==> config.mk <==
export PLATFORM = sky130hd
export DESIGN_NAME = div_iter_unit_flat
export DESIGN_NICKNAME = d
export VERILOG_FILES = /design/src/rtl/div_iter_unit_pkg.sv /design/src/rtl/div_iter_unit_if.sv /design/src/rtl/div_iter_step.sv /design/src/rtl/div_iter_unit.sv /design/src/flat_wrapper.sv
export SDC_FILE = /design/constraint.sdc
export NUM_CORES = 1
export LEC_CHECK = 0
export ABC_CLOCK_PERIOD_IN_PS = 8650
export CAP_MARGIN = 20
export CORE_MARGIN = 4
export CORE_UTILIZATION = 64
export CTS_CLUSTER_SIZE = 30
export DETAILED_ROUTE_END_ITERATION = 16
export GPL_TIMING_DRIVEN = 1
export PLACE_DENSITY = 0.83
export SLEW_MARGIN = 20
export SYNTH_ARGS = -nofsm -noshare
export SYNTH_HDL_FRONTEND = slang
export SYNTH_SLANG_ARGS = --single-unit
==> constraint.sdc <==
create_clock -name clock -period 8.65 [get_ports clock]
set_clock_uncertainty 0.1 [all_clocks]
set_input_delay 1.73 -clock clock [delete_from_list [all_inputs] [get_ports clock]]
set_output_delay 1.73 -clock clock [all_outputs]
set_load 0.03 [all_outputs]
==> src/rtl/div_iter_unit_pkg.sv <==
// Shared types and op encodings for the iterative divide/remainder unit.
// DIV_EARLY_OUT_EN adds the leading-zero helper used by the early-out build.
package div_iter_unit_pkg;

    typedef enum logic [1:0] {
        StIdle = 2'd0,
        StBusy = 2'd1,
        StDone = 2'd2
    } div_state_type;

    localparam logic [1:0] div_op_div  = 2'b00;
    localparam logic [1:0] div_op_divu = 2'b01;
    localparam logic [1:0] div_op_rem  = 2'b10;
    localparam logic [1:0] div_op_remu = 2'b11;

`ifdef DIV_EARLY_OUT_EN
    // Leading zeros of val[width-1:0]; width is at most 64.
    function automatic int unsigned div_lzc(input logic [63:0] val, input int unsigned width);
        int unsigned n;
        logic found;
        n = 0;
        found = 1'b0;
        for (int i = 63; i >= 0; i--) begin
            if (i < int'(width) && !found) begin
                if (val[i]) begin
                    found = 1'b1;
                end else begin
                    n++;
                end
            end
        end
        return n;
    endfunction
`endif

endpackage

==> src/rtl/div_iter_unit_if.sv <==
// Execute-stage handshake of the divider: request side driven by master, response by slave.
interface div_iter_unit_if #(
    parameter int unsigned XLEN = 32
);
    logic            enable;
    logic [1:0]      op;
    logic [XLEN-1:0] rdata1;
    logic [XLEN-1:0] rdata2;
    logic [XLEN-1:0] result;
    logic            ready;
    logic            busy;

    modport master (
        output enable, op, rdata1, rdata2,
        input  result, ready, busy
    );

    modport slave (
        input  enable, op, rdata1, rdata2,
        output result, ready, busy
    );
endinterface

==> src/rtl/div_iter_step.sv <==
// One combinational restoring-division step: shift a dividend bit into rem, retire one quotient bit.
module div_iter_step #(
    parameter int unsigned XLEN = 32
) (
    input  logic [XLEN-1:0] rem,
    input  logic [XLEN-1:0] quo,
    input  logic [XLEN-1:0] divisor,
    output logic [XLEN-1:0] rem_next,
    output logic [XLEN-1:0] quo_next
);
    logic [XLEN:0] shifted;
    logic [XLEN:0] diff;

    // rem < divisor always holds, so the top bit of diff is a clean borrow flag.
    always_comb begin
        shifted = {rem, quo[XLEN-1]};
        diff    = shifted - {1'b0, divisor};
        if (diff[XLEN]) begin
            rem_next = shifted[XLEN-1:0];
            quo_next = {quo[XLEN-2:0], 1'b0};
        end else begin
            rem_next = diff[XLEN-1:0];
            quo_next = {quo[XLEN-2:0], 1'b1};
        end
    end
endmodule

==> src/rtl/div_iter_unit.sv <==
// Iterative RV32M/RV64M divide/remainder unit retiring BITS_PER_CYCLE quotient bits per cycle.
// Optional DIV_EARLY_OUT_EN skips leading-zero groups of the dividend at start.
module div_iter_unit
    import div_iter_unit_pkg::*;
#(
    parameter int unsigned XLEN           = 32,
    parameter int unsigned BITS_PER_CYCLE = 1
) (
    input logic             clock,
    input logic             reset,
    div_iter_unit_if.slave  bus
);
    localparam int unsigned Steps = XLEN / BITS_PER_CYCLE;
    localparam int unsigned CntW  = $clog2(Steps + 1);
    localparam logic [CntW-1:0] CntFull = CntW'(Steps);
    localparam logic [XLEN-1:0] MinNeg  = {1'b1, {(XLEN - 1){1'b0}}};

    typedef struct packed {
        div_state_type   state;
        logic [CntW-1:0] cnt;
        logic [XLEN-1:0] rem;
        logic [XLEN-1:0] quo;
        logic [XLEN-1:0] divisor;
        logic            sign1;
        logic            sign2;
        logic [1:0]      op;
        logic [XLEN-1:0] result;
        logic            ready;
    } div_reg_type;

    localparam div_reg_type init_div_reg = '0;

    div_reg_type r, rin;

    logic [XLEN-1:0] dividend_abs;
    logic [XLEN-1:0] divisor_abs;
    logic [XLEN-1:0] rem_last;
    logic [XLEN-1:0] quo_last;
    logic [XLEN-1:0] quo_fin;
    logic [XLEN-1:0] rem_fin;
`ifdef DIV_EARLY_OUT_EN
    int unsigned lz_groups;
`endif

    for (genvar i = 0; i < BITS_PER_CYCLE; i++) begin : g_step
        logic [XLEN-1:0] rem_in, quo_in, rem_out, quo_out;
        if (i == 0) begin : g_first
            assign rem_in = r.rem;
            assign quo_in = r.quo;
        end else begin : g_next
            assign rem_in = g_step[i-1].rem_out;
            assign quo_in = g_step[i-1].quo_out;
        end
        div_iter_step #(
            .XLEN (XLEN)
        ) u_step (
            .rem      (rem_in),
            .quo      (quo_in),
            .divisor  (r.divisor),
            .rem_next (rem_out),
            .quo_next (quo_out)
        );
    end

    assign rem_last = g_step[BITS_PER_CYCLE-1].rem_out;
    assign quo_last = g_step[BITS_PER_CYCLE-1].quo_out;

    always_comb begin
        dividend_abs = (!bus.op[0] && bus.rdata1[XLEN-1]) ? -bus.rdata1 : bus.rdata1;
        divisor_abs  = (!bus.op[0] && bus.rdata2[XLEN-1]) ? -bus.rdata2 : bus.rdata2;
        quo_fin      = (r.sign1 ^ r.sign2) ? -quo_last : quo_last;
        rem_fin      = r.sign1 ? -rem_last : rem_last;
    end

    always_comb begin
        rin       = r;
        rin.ready = 1'b0;
`ifdef DIV_EARLY_OUT_EN
        lz_groups = div_lzc(64'(dividend_abs), XLEN) / BITS_PER_CYCLE;
`endif
        unique case (r.state)
            StIdle: begin
                if (bus.enable) begin
                    rin.op      = bus.op;
                    rin.sign1   = !bus.op[0] && bus.rdata1[XLEN-1];
                    rin.sign2   = !bus.op[0] && bus.rdata2[XLEN-1];
                    rin.rem     = '0;
                    rin.quo     = dividend_abs;
                    rin.divisor = divisor_abs;
                    rin.cnt     = CntFull;
                    if (bus.rdata2 == '0) begin
                        rin.state  = StDone;
                        rin.ready  = 1'b1;
                        rin.result = bus.op[1] ? bus.rdata1 : '1;
                    end else if (!bus.op[0] && bus.rdata1 == MinNeg && bus.rdata2 == '1) begin
                        rin.state  = StDone;
                        rin.ready  = 1'b1;
                        rin.result = bus.op[1] ? '0 : bus.rdata1;
                    end else begin
`ifdef DIV_EARLY_OUT_EN
                        if (dividend_abs == '0) begin
                            rin.state  = StDone;
                            rin.ready  = 1'b1;
                            rin.result = '0;
                        end else begin
                            // Nonzero dividend keeps lz_groups below Steps, so cnt stays >= 1.
                            rin.quo   = dividend_abs << (lz_groups * BITS_PER_CYCLE);
                            rin.cnt   = CntFull - CntW'(lz_groups);
                            rin.state = StBusy;
                        end
`else
                        rin.state = StBusy;
`endif
                    end
                end
            end
            StBusy: begin
                if (!bus.enable) begin
                    rin.state = StIdle;
                end else begin
                    rin.rem = rem_last;
                    rin.quo = quo_last;
                    rin.cnt = r.cnt - 1'b1;
                    if (r.cnt == CntW'(1)) begin
                        rin.state  = StDone;
                        rin.ready  = 1'b1;
                        rin.result = r.op[1] ? rem_fin : quo_fin;
                    end
                end
            end
            StDone: rin.state = StIdle;
            default: rin.state = StIdle;
        endcase
    end

    always_ff @(posedge clock) begin
        if (!reset) begin
            r <= init_div_reg;
        end else begin
            r <= rin;
        end
    end

    assign bus.result = r.result;
    assign bus.ready  = r.ready;
    assign bus.busy   = r.state != StIdle;
endmodule

==> src/flat_wrapper.sv <==
// flat-port wrapper written by rule: the top's interface ports become plain ports
module div_iter_unit_flat import div_iter_unit_pkg::*;
#(
    parameter int unsigned XLEN           = 32,
    parameter int unsigned BITS_PER_CYCLE = 1
)
  (clock, reset, bus_enable, bus_op, bus_rdata1, bus_rdata2, bus_result, bus_ready, bus_busy);
  div_iter_unit_if #(.XLEN(XLEN)) bus_i ();
  input logic clock;
  input logic reset;
  input wire logic [$bits(bus_i.enable)-1:0] bus_enable;
  input wire logic [$bits(bus_i.op)-1:0] bus_op;
  input wire logic [$bits(bus_i.rdata1)-1:0] bus_rdata1;
  input wire logic [$bits(bus_i.rdata2)-1:0] bus_rdata2;
  output wire logic [$bits(bus_i.result)-1:0] bus_result;
  output wire logic [$bits(bus_i.ready)-1:0] bus_ready;
  output wire logic [$bits(bus_i.busy)-1:0] bus_busy;
  assign bus_i.enable = bus_enable;
  assign bus_i.op = bus_op;
  assign bus_i.rdata1 = bus_rdata1;
  assign bus_i.rdata2 = bus_rdata2;
  assign bus_result = bus_i.result;
  assign bus_ready = bus_i.ready;
  assign bus_busy = bus_i.busy;
  div_iter_unit #(.XLEN(XLEN), .BITS_PER_CYCLE(BITS_PER_CYCLE)) u_core (.clock(clock), .reset(reset), .bus(bus_i));
endmodule
## Yosys cells after proc, flatten, opt, wreduce, memory -nomap -nowiden

Cells that the tools add are included.

- Output and inout port bits: 34
- Register bits after elaboration: 141

- Reduce and logical (&&, ||, !) cells: 13
- Add/sub/neg operators: 6
- Bitwise gates (word level): 1
- Equal/unequal tests: 9
- Multiplexer cells: 22

Operators by type and width:

| kind | number |
|---|---|
| $mux W32 | 8 |
| $mux W141 | 1 |
| $pmux W70 S2 | 1 |
| $mux W33 | 4 |
| $neg A32 Y32 | 4 |
| $mux W70 | 1 |
| $pmux W33 S2 | 1 |
| $eq A32 B32 Y1 const B | 2 |
| $sub A33 B32 Y33 | 1 |
| $logic_not A32 Y1 | 1 |
| $mux W2 | 4 |
| $eq A6 B1 Y1 const B | 1 |
| $sub A6 B1 Y6 const B | 1 |
| $reduce_and A5 Y1 | 1 |
| $logic_and A1 B1 Y1 | 4 |
| $ne A2 B2 Y1 const B | 2 |
| $pmux W2 S2 | 1 |
| $reduce_and A2 Y1 | 2 |
| $reduce_bool A2 Y1 | 2 |
| $ne A3 B1 Y1 const B | 1 |
| $ne A3 B2 Y1 const B | 1 |
| $reduce_and A3 Y1 | 1 |
| $eq A2 B1 Y1 const B | 1 |
| $logic_not A2 Y1 | 1 |
| other kinds (4) | 4 |

## Depth between registers and ports, before layout

- Depth in word-level cells: 8
- Gate-level depth with buffers: 24
- Mapped depth without buffers: 22

## Modules after synthesis

From an unflattened synthesis, not the netlist that was laid out.

- Cell total of the unflattened synthesis: 1452
- Area total of the unflattened synthesis: 11203.2 µm²

By module, submodules not included:

| module | times used | area each (µm²) | cells an instance |
|---|---|---|---|
| div_iter_unit | 1 | 8714.6 | 1110 |
| div_iter_step | 1 | 2488.6 | 342 |

## Worst setup path before layout

No wires, ideal clock.

- Path kind: reg-to-reg
- Start point: register u_core.r, in the netlist u_core.g_step[0].quo_in[31]
- End point: register u_core.r, in the netlist u_core.bus.result[30]
- Setup slack: 3774 ps
- Stages on the path, launching flop included: 25
- Data arrival time: 4707 ps
- Required time: 8481 ps
- Setup time: 69 ps
- Clock period less this slack: 4876 ps
- Path through: dfxtp_1 > inv_1 > ha_1 > fa_1 > nand2b_2 > a211oi_4 > o211ai_2 > a211o_1 > o221ai_2 > nor2_8 > inv_2 > clkbuf_1 > buf_2 > nand2_1 > o21ai_0 > inv_1 > ha_1 > inv_1 > nor2_1 > and4_1 > a31oi_1 > o21bai_1 > nor4_4 > mux2_1 > o21ai_1

- Cells in the longest elaborated chain, start to end: 8
- Elaborated cells on any way between the ends: 11
- Those cells by class: add/sub (3); mux (8)

RTL lines:

| element | line | source |
|---|---|---|
| from (decl) | div_iter_unit.sv:33 | `div_reg_type r, rin;` |
| from (signal assigned) | div_iter_unit.sv:138 | `r <= init_div_reg;` |
| from (signal assigned) | div_iter_unit.sv:140 | `r <= rin;` |
| $sub A33 B32 Y33 | div_iter_step.sv:17 | `diff = shifted - {1'b0, divisor};` |
| $mux W1 / $mux W32 (equally long branches) | div_iter_step.sv:18 | `if (diff[XLEN]) begin` |
| $neg A32 Y32 (on tied branches) | div_iter_unit.sv:71, div_iter_unit.sv:72 |  |
| $mux W32 (on tied branches) | div_iter_unit.sv:71, div_iter_unit.sv:72 |  |
| $mux W32 * | div_iter_unit.sv:127 | `rin.result = r.op[1] ? rem_fin : quo_fin;` |
| $mux W33 * | div_iter_unit.sv:124 | `if (r.cnt == CntW'(1)) begin` |
| $mux W33 * | div_iter_unit.sv:118 | `if (!bus.enable) begin` |
| $pmux W33 S2 * | div_iter_unit.sv:81 | `unique case (r.state)` |

Mark *: on every way between the ends. The rest lies on a longest branch, timed or not. The select of a mux whose other input is x is not followed.
A chain may end at the register's enable or synchronous reset.

## Worst setup path after layout

Same ends and word-level chain as after synthesis.

==> metrics.txt <==
# TYPE chip_impl_metric gauge
chip_impl_info{name="outcome",value="completed"} 1
chip_impl_metric{name="antennaDiodeCount",unit=""} 0
chip_impl_metric{name="dr.pass1.iters",unit=""} 8
chip_impl_metric{name="max_clock_freq",unit="MHz"} 157
chip_impl_metric{name="grtUsageMet3",unit=""} 0.0733
chip_impl_metric{name="intPower",unit="mW"} 1.31
chip_impl_info{name="cts_tree",value="built"} 1
chip_impl_metric{name="route.detailed.wl_per_inst",unit="microns"} 20.1
chip_impl_metric{name="ios",unit=""} 103
chip_impl_metric{name="reg2reg_depth",unit=""} 21
chip_impl_metric{name="die_width",unit="microns"} 143
chip_impl_metric{name="drt_wl_total",unit="microns"} 38300
chip_impl_info{name="worst_reg2reg_startpoint",value="u_core.g_step[0].quo_in[31]"} 1
chip_impl_metric{name="finalPower",unit="mW"} 1.97
chip_impl_info{name="holdPathEnd",value="u_core.g_step[0].quo_in[12]"} 1
chip_impl_metric{name="final_ant_viol_nets",unit=""} 0
chip_impl_metric{name="final.setup.tns",unit="ns"} 0
chip_impl_metric{name="critical_path_peak_fanout",unit=""} 45
chip_impl_info{name="critPathMostFrequentCell",value="sky130_fd_sc_hd__inv_1"} 1
chip_impl_metric{name="worstSkewPairLatency",unit="ns"} 0.44
chip_impl_metric{name="synth_seq_area_share",unit=""} 0.240
chip_impl_metric{name="htree_num_levels",unit=""} 4
chip_impl_info{name="holdCritStartpoint",value="u_core.g_step[0].quo_in[12]"} 1
chip_impl_info{name="critPathTopFamily",value="compound AO/OA/AOI/OAI gates"} 1
chip_impl_metric{name="finalSetupViolations",unit=""} 0
chip_impl_metric{name="cp.buffers_inverters",unit=""} 4
chip_impl_metric{name="vias_per_std_cell",unit=""} 6.59
chip_impl_metric{name="area_growth_syn_to_layout",unit="%"} 12.2
chip_impl_metric{name="power-per-cell-area",unit="nW/um^2"} 150
chip_impl_metric{name="grt_use_met2",unit=""} 0.570
chip_impl_metric{name="synth.distinct_cells",unit=""} 83
chip_impl_info{name="layout_commonest_cell",value="sky130_fd_sc_hd__nand2_1"} 1
chip_impl_info{name="timing.critical_path.slowest_stage_cell",value="sky130_fd_sc_hd__inv_2"} 1
chip_impl_metric{name="grt_max_degree",unit=""} 75
chip_impl_metric{name="grt_antenna_before_repair",unit=""} 0
chip_impl_info{name="startpoint_type",value="flop"} 1
chip_impl_metric{name="worst_slew_pin_slew",unit="ns"} 1.17
chip_impl_metric{name="floorplan.initialDensity",unit=""} 0.650
chip_impl_metric{name="synth.cell_area",unit="sq um"} 11700
chip_impl_info{name="endpoint_kind",value="flop"} 1
chip_impl_metric{name="power_switching_share",unit=""} 0.334
chip_impl_metric{name="total_die_area",unit="sq um"} 20500
chip_impl_metric{name="synth_seq_cells",unit=""} 140
chip_impl_metric{name="cp_data_required_time",unit="ns"} 8.91
chip_impl_metric{name="core-area",unit="sq um"} 18000
chip_impl_metric{name="worst_slew_margin_rel",unit=""} 0.215
chip_impl_metric{name="gp_congestion",unit=""} 0.998
chip_impl_metric{name="share_of_final_layout_standard_cells_stronger_than_drive_strength_1",unit=""} 0.0471
chip_impl_metric{name="power.combinational.fraction",unit=""} 0.228
chip_impl_metric{name="leakagePower",unit="nW"} 4.86
chip_impl_metric{name="postSynthNetCount",unit=""} 1774
chip_impl_metric{name="timing_max_transition_violations_final",unit=""} 0
chip_impl_metric{name="crit_path_max_incr_delay",unit="ns"} 0.67
chip_impl_metric{name="seqPwrFrac",unit=""} 0.358
chip_impl_info{name="min_path_type",value="flop to flop"} 1
chip_impl_info{name="clock-root-buffer",value="sky130_fd_sc_hd__clkbuf_16"} 1
chip_impl_metric{name="final_hold_viol_count",unit=""} 0
chip_impl_metric{name="n_fill_cell",unit=""} 1506
chip_impl_metric{name="buffer_ports.inserted",unit=""} 102
chip_impl_metric{name="via_count",unit=""} 12600
chip_impl_metric{name="synth-edff-count",unit=""} 0
chip_impl_metric{name="synth_area_per_cell",unit="sq um"} 7.02
chip_impl_metric{name="post_cts.repair.setup_buffers",unit=""} 0
chip_impl_metric{name="met1_usage",unit=""} 0.498
chip_impl_metric{name="chipHeight",unit="microns"} 143
chip_impl_metric{name="cts_clock_pin_slew_for_the_worst_setup_and_hold_paths",unit="ns"} 0.07
chip_impl_info{name="cell_chain_critical_path",value="inv_1, ha_1, fa_1, nand2b_2, a211oi_4, o211ai_2, a211o_1, o221ai_2, nor2_8, inv_2, o21ai_0, inv_1, ha_1, inv_1, nor2_1, and4_1, a31oi_1, o21bai_1, nor4_4, mux2_1, o21ai_1"} 1
chip_impl_metric{name="worstHoldPathCells",unit=""} 2
chip_impl_metric{name="grt_first_pass_wirelength",unit="microns"} 60400
chip_impl_info{name="synth_top_flop_cell",value="sky130_fd_sc_hd__dfxtp_1"} 1
chip_impl_metric{name="minimum_hold_slack",unit="ns"} 0.374
chip_impl_metric{name="drc_violations_left",unit=""} 0
chip_impl_metric{name="groute.usage.overall",unit=""} 0.367
chip_impl_metric{name="first_global_vias",unit=""} 11400
chip_impl_metric{name="globalRouteOverflowTotal",unit=""} 0
chip_impl_metric{name="final.period_utilization",unit=""} 0.737
chip_impl_metric{name="ys.warnings.count",unit=""} 0
chip_impl_metric{name="cts_buf_count",unit=""} 17
chip_impl_info{name="path_class",value="flop to flop"} 1
chip_impl_metric{name="rows",unit=""} 49
chip_impl_metric{name="clock_tree.buffer_depth",unit=""} 2
chip_impl_metric{name="synth_async_sr_flop_share",unit=""} 0
chip_impl_metric{name="finalCriticalPeriod",unit="ns"} 6.37
chip_impl_metric{name="post_cts_hold_fix_bufs",unit=""} 0
chip_impl_info{name="unrepaired_setup_endpoints_after_global_routing",value="false"} 1
chip_impl_info{name="worst_r2r_endpoint",value="u_core.bus.result[30]"} 1
chip_impl_metric{name="nNetsFinal",unit=""} 1775
chip_impl_metric{name="clockPowerShare",unit=""} 0.414
chip_impl_metric{name="netSwitchingPower",unit="mW"} 0.659
chip_impl_metric{name="cp_data_arrival_time",unit="ns"} 6.63
chip_impl_metric{name="cap_violations",unit=""} 0
chip_impl_metric{name="post_cts_resize_count",unit=""} 0
chip_impl_metric{name="hpwlAfterDp",unit="microns"} 27900
chip_impl_metric{name="dr.first_iter.drc_count",unit=""} 1417
chip_impl_info{name="layout.cells.most_common_list",value="sky130_fd_sc_hd__nand2_1 (222), sky130_fd_sc_hd__nor2_1 (199), sky130_fd_sc_hd__a21oi_1 (171), sky130_fd_sc_hd__dfxtp_1 (139), sky130_fd_sc_hd__o21ai_0 (126)"} 1
chip_impl_metric{name="numClockSinks",unit=""} 140
chip_impl_info{name="grt_most_used_layer",value="met2"} 1
chip_impl_metric{name="r2r_setup_slack",unit="ns"} 2.28
chip_impl_metric{name="peakVddDrop",unit="mV"} 0.200
chip_impl_metric{name="postSynthCellCount",unit=""} 1665
==> metal layers <==
| metal | share of wire | wire length, microns |
|---|---|---|
| met1 | 0.40 | 15500 |
| met5 | 0 | 0 |
| met4 | 0.041 | 1550 |
| met2 | 0.45 | 17100 |
| met3 | 0.11 | 4190 |
==> worst max path at each step <==
stage | startpoint | endpoint | cells after the start
detailed placement | u_core.g_step[0].quo_in[31] | u_core.bus.result[30] | 21
floorplan | u_core.g_step[0].quo_in[31] | u_core.bus.result[30] | 24
global route | u_core.g_step[0].quo_in[31] | u_core.bus.result[30] | 21
finish | u_core.g_step[0].quo_in[31] | u_core.bus.result[30] | 21
global placement | u_core.g_step[0].quo_in[31] | u_core.bus.result[30] | 22
CTS | u_core.g_step[0].quo_in[31] | u_core.bus.result[30] | 21
==> stage by stage <==
step	utilization	setup WS, ns	cell area (sq um)	std cells
4_1_cts	0.730	2.43	13100	1908
6_report	0.730	2.28	13100	1908
5_1_grt	0.730	1.97	13100	1908
2_1_floorplan	-	3.77	11700	1665
3_3_place_gp	0.694	2.78	12500	1876
3_5_place_dp	0.694	2.47	12500	1876
==> layout make-up <==
| cell class | instances | area, sq um | share of cell area |
|---|---|---|---|
| inverters | 59 | 224 | 0.0171 |
| clock buffers | 17 | 425 | 0.0324 |
| well taps | 229 | 287 | 0.0219 |
| flip-flops and latches | 140 | 2800 | 0.214 |
| multi-input cells | 1334 | 8040 | 0.613 |
| repair buffers | 114 | 1110 | 0.0847 |
| clock inverters | 15 | 220 | 0.0168 |
==> worst min-delay path, cell delays in order (launching register included) <==
cell	delay, ns
sky130_fd_sc_hd__dfxtp_1	0.32
sky130_fd_sc_hd__nand2_1	0.06
sky130_fd_sc_hd__a21oi_1	0.05
==> synth_stat cells, types with 11 or more instances <==
master	count	area [sq um]
sky130_fd_sc_hd__nand2_1	222	833
sky130_fd_sc_hd__nor2_1	200	751
sky130_fd_sc_hd__a21oi_1	171	856
sky130_fd_sc_hd__dfxtp_1	140	2800
sky130_fd_sc_hd__o21ai_0	126	631
sky130_fd_sc_hd__clkbuf_1	77	289
sky130_fd_sc_hd__xnor2_1	76	666
sky130_fd_sc_hd__inv_1	56	210
sky130_fd_sc_hd__xor2_1	52	455
sky130_fd_sc_hd__ha_1	39	488
sky130_fd_sc_hd__nor3_1	39	195
sky130_fd_sc_hd__a211oi_1	34	255
sky130_fd_sc_hd__buf_4	34	255
sky130_fd_sc_hd__mux2i_1	23	230
sky130_fd_sc_hd__nand2b_1	23	144
sky130_fd_sc_hd__nor4_1	23	144
sky130_fd_sc_hd__o211ai_1	21	158
sky130_fd_sc_hd__or3_1	18	113
sky130_fd_sc_hd__a22oi_1	17	128
sky130_fd_sc_hd__nand4_1	17	106
sky130_fd_sc_hd__a31oi_1	16	100
sky130_fd_sc_hd__nand3_1	16	80.1
sky130_fd_sc_hd__o21a_1	14	105
sky130_fd_sc_hd__o31ai_1	12	90.1
sky130_fd_sc_hd__o41ai_1	12	105
sky130_fd_sc_hd__buf_2	11	55.1
sky130_fd_sc_hd__nor2b_1	11	68.8
sky130_fd_sc_hd__or4_1	11	82.6
==> cell families after synthesis <==
| group | Yosys count | share of synthesized area |
|---|---|---|
| xor+xnor | 128 | 0.0960 |
| mux | 28 | 0.0245 |
| fa+ha+maj | 40 | 0.0435 |
| simple gates | 619 | 0.242 |
| compound gates | 519 | 0.280 |
| flops | 140 | 0.240 |
| buf+inv | 191 | 0.0735 |
==> sequential cells by signal, indices dropped and copies added, names as in the netlist <==
register              flops
u_core.r                 43
u_core.bus.result        32
u_core.g_step.quo_in     32
u_core.g_step.rem_in     32
u_core.bus.ready          1
==> power groups by stage <==
stage               sequential (mW)  combinational (mW)  clock (mW)
floorplan                     0.702               0.311           0
global placement              0.716               0.426           0
detailed placement            0.717               0.432           0
CTS                           0.703               0.438       0.813
global route                  0.707               0.490       0.843
finish                        0.705               0.449       0.815
Note: power is estimated with default switching activity, not from simulation.
